## src/rtl/conware_row_engine.sv

```systemverilog
// conware_row_engine: one Game of Life generation per frame, streamed row by row
// through a three-row window (top/mid plus the incoming row as bot).
module conware_row_engine #(
    parameter int WIDTH  = 4,
    parameter int HEIGHT = 4
) (
    input  logic             clk,
    input  logic             rst,
    input  logic [WIDTH-1:0] in_data,
    input  logic             in_valid,
    output logic             in_ready,
    output logic [WIDTH-1:0] out_data,
    output logic             out_valid,
    input  logic             out_ready,
    output logic             out_last
);
    localparam int RW = $clog2(HEIGHT + 1);
    localparam logic [1:0] LOAD  = 2'd0;
    localparam logic [1:0] EMIT  = 2'd1;
    localparam logic [1:0] FLUSH = 2'd2;

    logic [1:0]       state;
    logic [RW-1:0]    rows_in;
    logic [WIDTH-1:0] top, mid, bot, nxt;
    logic [WIDTH+1:0] t, m, b;

    assign in_ready  = state == LOAD;
    assign out_valid = state == EMIT;
    assign bot       = state == FLUSH ? '0 : in_data;

    // Zero padding on both sides models the dead cells beyond the grid edge.
    assign t = {1'b0, top, 1'b0};
    assign m = {1'b0, mid, 1'b0};
    assign b = {1'b0, bot, 1'b0};

    for (genvar i = 0; i < WIDTH; i++) begin : g_cell
        logic [3:0] n;
        assign n = 4'(t[i]) + 4'(t[i+1]) + 4'(t[i+2]) + 4'(m[i]) + 4'(m[i+2])
                 + 4'(b[i]) + 4'(b[i+1]) + 4'(b[i+2]);
        assign nxt[i] = (n == 4'd3) | (m[i+1] & (n == 4'd2));
    end

    always_ff @(posedge clk) begin
        if (rst) begin
            state    <= LOAD;
            rows_in  <= '0;
            top      <= '0;
            mid      <= '0;
            out_data <= '0;
            out_last <= 1'b0;
        end else begin
            case (state)
                LOAD: if (in_valid) begin
                    mid <= in_data;
                    if (rows_in == '0) begin
                        top     <= '0;
                        rows_in <= RW'(1);
                    end else begin
                        out_data <= nxt;
                        out_last <= 1'b0;
                        top      <= mid;
                        rows_in  <= rows_in + RW'(1);
                        state    <= EMIT;
                    end
                end
                EMIT: if (out_ready) begin
                    if (out_last) begin
                        rows_in  <= '0;
                        out_last <= 1'b0;
                        state    <= LOAD;
                    end else begin
                        state <= rows_in == RW'(HEIGHT) ? FLUSH : LOAD;
                    end
                end
                FLUSH: begin
                    out_data <= nxt;
                    out_last <= 1'b1;
                    state    <= EMIT;
                end
                default: state <= LOAD;
            endcase
        end
    end
endmodule

```

## config.mk

```make
export PLATFORM = sky130hd
export DESIGN_NAME = conware_row_engine
export DESIGN_NICKNAME = d
export VERILOG_FILES = /design/src/rtl/conware_row_engine.sv
export SDC_FILE = /design/constraint.sdc
export NUM_CORES = 1
export LEC_CHECK = 0
export ABC_AREA = 1
export CAP_MARGIN = 20
export CORE_AREA = 5 5 54 68
export DETAILED_ROUTE_END_ITERATION = 6
export DIE_AREA = 0 0 59 73
export HOLD_SLACK_MARGIN = 0.08
export PLACE_DENSITY = 0.67
export SETUP_SLACK_MARGIN = 0.4
export SLEW_MARGIN = 10
export SYNTH_ARGS = -nofsm -noshare
export SYNTH_HDL_FRONTEND = slang
export SYNTH_SLANG_ARGS = --single-unit
```

## constraint.sdc

```tcl
create_clock -name clk -period 3.9 [get_ports clk]
set_input_delay 1.17 -clock clk [delete_from_list [all_inputs] [get_ports clk]]
set_output_delay 1.17 -clock clk [all_outputs]
set_load 0.05 [all_outputs]
```

==> out/metrics.cfg, run 1 <==
[detailed_routing]
ant_nets=0
drt_pass1_iterations=4
wl_per_cell_um=12.8
num_vias=1173
dr.first_iter.drc_count=26
drt_wl_total_um=3010
drc=0
routed_via_density=4.99

[yosys]
yosys_warnings=0
ys_seq_area_share_pct=25.8
synthFlopType=dfxtp_1
synth-seq-cells=18
synthArstFlopShare_pct=0
synth_edf_count=0
netlist_area_um2=1400
synth_cell_types=24
synthCells=176
synth_fp_nets=206
syn_avg_cell_area_um2=7.95

[setup_path]
endpoint_kind=register
crit_type=in2reg
slowest_stage=fa_1
r2r_start=top[2]
r2r-end=out_data[2]
rrSetupSlack_ns=0.74
crit_buf_inv=8
worstPathRequired_ns=4.05
worstRegToRegCells=11
cp-start-kind=input port
critPathTopFamily=adder cells
cp_data_arrival_time_ns=3.55
slowest_delay_ns=0.50
worst-path-max-fanout=2
crit_top_cell=buf_4
path_cells=clkdlybuf4s15_1 > nand2_1 > buf_4 > buf_4 > buf_4 > buf_4 > buf_4 > buf_4 > fa_1 > inv_1 > ha_1 > fa_1 > a21oi_1 > nor2_1

[job]
drv_cap=0

[sta]
finalSetupViolations=0
fin_crit_sh_pct=87.2
fin_crit_ns=3.40
fmax_mhz=294
hold_violations=0
rsz0062_at_grt=no
finalWorstSetupSlack_ns=0.501
tightest_slew_ns=0.499
finClkSkew_ns=0.00160
slew_viol_final=0
relSlewSlack_pct=66.6

[cts]
cts.hold.buffers_added=0
clk_latency_ns=0.25
cts_tree=done
cts_buffers=3
clk_pin_slew_ns=0.07
cts_max_level=1
clk_path_buf_depth=2
cts-root-buf=clkbuf_8
clock-sinks=18

[die]
die_x_um=59
ioPinCount=15
die_area_um2=4310
fp-row-count=23
die_h_um=73
core_area_um2=3050
start_util_pct=45.9

[power]
switchingPower_mw=0.498
ir_worst_vdd_mv=0.373
p_leak_nw=0.805
finalPower_mw=1.05
switching_share_pct=47.4
powerDensity_nw_per_um2=623
combPwrFrac_pct=60.0
p_int_mw=0.553
power.share.clock_pct=14.3
power.share.sequential_pct=25.7

[finish]
syn2layout_area_growth_pct=20.6
nNetsFinal=229
layout-drive-gt1-share_pct=18.2
layout_common_cells=inv_1 (35), nand2_1 (29), nor2_1 (22)
antenna_cells=0
layout_commonest_cell=inv_1

[global_routing]
track_usage_pct=15.7
antenna_found_initial=0
grt_first_pass_wirelength_um=5180
first_global_vias=1287
grt_max_degree=15
grt_overflow=0

[min_path]
whs_endpoint=top[0]
hold_path_class=reg2reg
min-delay-start=top[0]
hold_path_depth=2

[placed_design]
pre_cts_slack_ns=-0.0751
place_congestion=0.864
dpl.hpwl_um=2340
io_buffers=14

[outcome]
status=completed

==> logic make-up (layout without fill, tap and decap cells) <==
| group | Yosys count | in the layout | share of synthesized area [%] |
|---|---|---|---|
| flip-flops | 18 | 18 | 25.8 |
| adder cells (fa/ha/maj) | 22 | 22 | 26.1 |
| buffers and inverters | 42 | 64 | 12.4 |
| AO/OA/AOI/OAI | 25 | 25 | 11.4 |
| AND/OR/NAND/NOR | 69 | 69 | 24.3 |
==> metrics by stage <==
stage | hold WS [ns] | instances | area, um^2 | setup TNS (ns) | utilization [%]
after floorplan | 0.448 | 176 | 1400 | 0 | -
after CTS | 0.495 | 235 | 1680 | 0 | 55.1
final | 0.497 | 235 | 1690 | 0 | 55.3
after global routing | 0.520 | 235 | 1690 | 0 | 55.3
after detailed placement | 0.483 | 226 | 1570 | -0.145 | 51.6
after global placement | 0.464 | 226 | 1570 | -0.0111 | 51.6
==> timing repair <==
action | in CTS | in global routing
buffers inserted | 5 | 0
setup endpoints to repair | 2 | 2
endpoints found under the hold margin | 0 | 0
gates resized for setup | 11 | 4
pin swaps | 11 | 9
==> synth_stat cells (2+ instances only) <==
master	instances	area [um^2]
fa_1	12	240
nor2_4	2	22.5
nand3_1	4	20.0
buf_6	2	22.5
ha_1	10	125
inv_1	37	139
dfxtp_1	18	360
inv_2	2	7.51
a21oi_2	2	17.5
nor2_1	22	82.6
a21oi_1	13	65.1
o21ai_0	6	30.0
nand2_1	31	116
nand2_4	3	33.8
a211oi_2	3	37.5
==> cell type report <==
type                            instances  area (um^2)
Multi-Input combinational cell        116          886
Inverter                               39          146
Fill cell                             302         1360
Timing Repair Buffer                   21          193
Clock buffer                            4         55.1
Tap cell                               37         46.3
Sequential cell                        18          360
==> worst min-delay path, delay by kind of cell (launching register included) <==
family / cells / cell delay [ns]
simple gates: 1 / 0.07
flops: 1 / 0.33
compound gates: 1 / 0.06
==> state kept, by name, indices dropped and copies added (netlist names) <==
register,count
out_data,4
rows_in,3
state,2
top,4
out_last,1
mid,4
==> power groups by stage <==
stage | registers [mW] | clock network (mW) | logic, mW
after global routing | 0.277 | 0.166 | 0.714
final | 0.270 | 0.150 | 0.631
after detailed placement | 0.274 | 0 | 0.607
after CTS | 0.270 | 0.155 | 0.637
after floorplan | 0.343 | 0 | 0.387
after global placement | 0.272 | 0 | 0.580
==> worst max-delay path by stage <==
stage,start,to,slack (ns),cells after the start
2_1_floorplan,in_data[0],out_data[1],0.44,10
3_3_place_gp,in_data[0],out_data[1],-0.01,11
3_5_place_dp,in_data[0],out_data[1],-0.08,11
4_1_cts,in_data[0],out_data[1],0.32,11
5_1_grt,in_data[2],out_data[2],0.40,11
6_report,in_data[0],out_data[0],0.50,14
==> metal layers <==
metal	GRT usage, %	wire length [um]	part of all wire, %
met4	8.82	81	2.7
met5	0	0	0
met3	3.01	100	3.3
met1	16.4	1210	40
met2	28.6	1610	54
Note: power is estimated with default switching activity, not from simulation.
==> run 2, diff against run 1 <==
--- a/config.mk
+++ b/config.mk
@@ -6,10 +6,10 @@
 export NUM_CORES = 1
 export LEC_CHECK = 0
 export ABC_AREA = 1
-export CAP_MARGIN = 20
-export CORE_AREA = 5 5 54 68
+export CAP_MARGIN = 30
+export CORE_AREA = 3 3 48 71
 export DETAILED_ROUTE_END_ITERATION = 6
-export DIE_AREA = 0 0 59 73
+export DIE_AREA = 0 0 51 74
 export HOLD_SLACK_MARGIN = 0.08
 export PLACE_DENSITY = 0.67
 export SETUP_SLACK_MARGIN = 0.4
==> run 2 against run 1 <==
  * Clock power shrank 15%
  * Flip-flop and latch count is the same
  * First-iteration DRC count shrank 58%
  * Worst hold slack lost 0.016 ns
  * Routed wire length shrank 9.1%
  * Core utilization grew 0.81 points
  * Fmax grew 1.2%
  * Count of clock-buffer cells in the layout shrank 1
  * Sequential share of layout area grew 0.69 points
  * Final cell count shrank 1.3%
  * Sequential power is essentially flat
  * Critical path type unchanged
==> out/metrics.cfg, run 2 (synthesis gave the netlist of run 1 again) <==
[global_routing]
grt_overflow=0
antenna_found_initial=0
grt_max_degree=15
track_usage_pct=17.4
grt_first_pass_wirelength_um=4930
first_global_vias=1147

[die]
die_x_um=51
die_area_um2=3770
die_h_um=74
start_util_pct=48.0
core_area_um2=2910
fp-row-count=24
ioPinCount=15

[finish]
layout-drive-gt1-share_pct=16.1
antenna_cells=0
layout_commonest_cell=inv_1
reg.largest.list=mid x4, out_data x4, top x4
syn2layout_area_growth_pct=16.8
layout_common_cells=inv_1 (35), nand2_1 (28), nor2_1 (22)
nNetsFinal=225
finalCoreUtilization_pct=56.1

[sta]
fin_crit_ns=3.36
finalSetupViolations=0
tightest_slew_ns=0.499
finClkSkew_ns=0.00564
relSlewSlack_pct=66.7
slew_viol_final=0
finalWorstSetupSlack_ns=0.541
fmax_mhz=298
rsz0062_at_grt=no
hold_violations=0
fin_crit_sh_pct=86.1

[power]
p_leak_nw=0.782
finalPower_mw=1.01
ir_worst_vdd_mv=0.413
powerDensity_nw_per_um2=618

[outcome]
status=completed

[setup_path]
crit_top_cell=fa_1
cp-start-kind=input port
crit_type=in2reg
cp_data_arrival_time_ns=3.51
slowest_delay_ns=0.52
worstRegToRegCells=13
r2r_start=state[1]
path_cells=dlygate4sd2_1 > nand2_2 > fa_1 > fa_1 > inv_1 > ha_2 > fa_1 > inv_1 > nor2_1 > nand2_1 > nand2_1 > a21oi_1 > nor2_1
worstPathRequired_ns=4.05
r2r-end=out_data[1]
endpoint_kind=register
slowest_stage=fa_1
rrSetupSlack_ns=0.76
worst-path-max-fanout=2

[cts]
cts_tree=done
cts_max_level=1
cts_buffers=3
clock-sinks=18
clk_path_buf_depth=2
cts.hold.buffers_added=0
clk_pin_slew_ns=0.07
clk_latency_ns=0.25
cts-root-buf=clkbuf_8

[detailed_routing]
ant_nets=0
num_vias=1117
dr.first_iter.drc_count=11
drt_wl_total_um=2730
wl_per_cell_um=11.8
drc=0
routed_via_density=4.81
drt_pass1_iterations=4

[placed_design]
pre_cts_slack_ns=-0.170
place_congestion=0.829
io_buffers=14
dpl.hpwl_um=2290

[min_path]
whs_endpoint=top[0]
min-delay-start=top[0]
hold_path_depth=2
hold_path_class=reg2reg

[job]
drv_cap=0

run 2: metal layers:
layer | routed length [um] | GRT usage [%] | up-vias
met5 | 0 | 0 | -
li1 | - | - | 577
met3 | 51 | 2.00 | 5
met4 | 40 | 7.19 | 0
met1 | 1120 | 19.4 | 523
met2 | 1520 | 32.9 | 12
run 2: timing repair:
action / 4_1_cts / 5_1_grt
setup endpoints to repair: 2 / 2
buffers inserted: 0 / 1
pin swaps: 10 / 9
gates resized for setup: 12 / 2
run 2: critical path, delay by kind of cell:
family / cells / cell delay [ns]
compound gates: 1 / 0.17
fa+ha+maj: 4 / 1.53
buf+inv: 3 / 0.35
simple gates: 5 / 0.27
run 2: area by class of cell:
cell class	instances	area (um^2)
fillers	287	1280
multi-input cells	116	882
flip-flops and latches	18	360
clock buffers	3	41.3
well taps	39	48.8
repair buffers	17	155
inverters	39	146
run 2: how the worst max path moves through the flow:
stage / from / end / slack, ns / cells past startpoint
3_5_place_dp: in_data[0] / out_data[1] / -0.17 / 11
3_3_place_gp: in_data[0] / out_data[1] / -0.03 / 11
4_1_cts: in_data[0] / out_data[1] / 0.30 / 11
5_1_grt: in_data[2] / out_data[2] / 0.41 / 13
6_report: in_data[2] / out_data[2] / 0.54 / 13
2_1_floorplan: in_data[0] / out_data[1] / 0.44 / 10
run 2: power breakdown:
part	internal, mW	switching (mW)
combinational	0.227	0.384
sequential	0.230	0.0391
clock	0.0685	0.0599
run 2: per-stage QoR:
stage	std cells	hold slack, ns	area [um^2]	setup TNS, ns
floorplan	176	0.448	1400	0
global placement	228	0.465	1580	-0.0311
detailed placement	228	0.473	1580	-0.214
CTS	231	0.483	1630	0
global route	232	0.518	1630	0
finish	232	0.482	1630	0
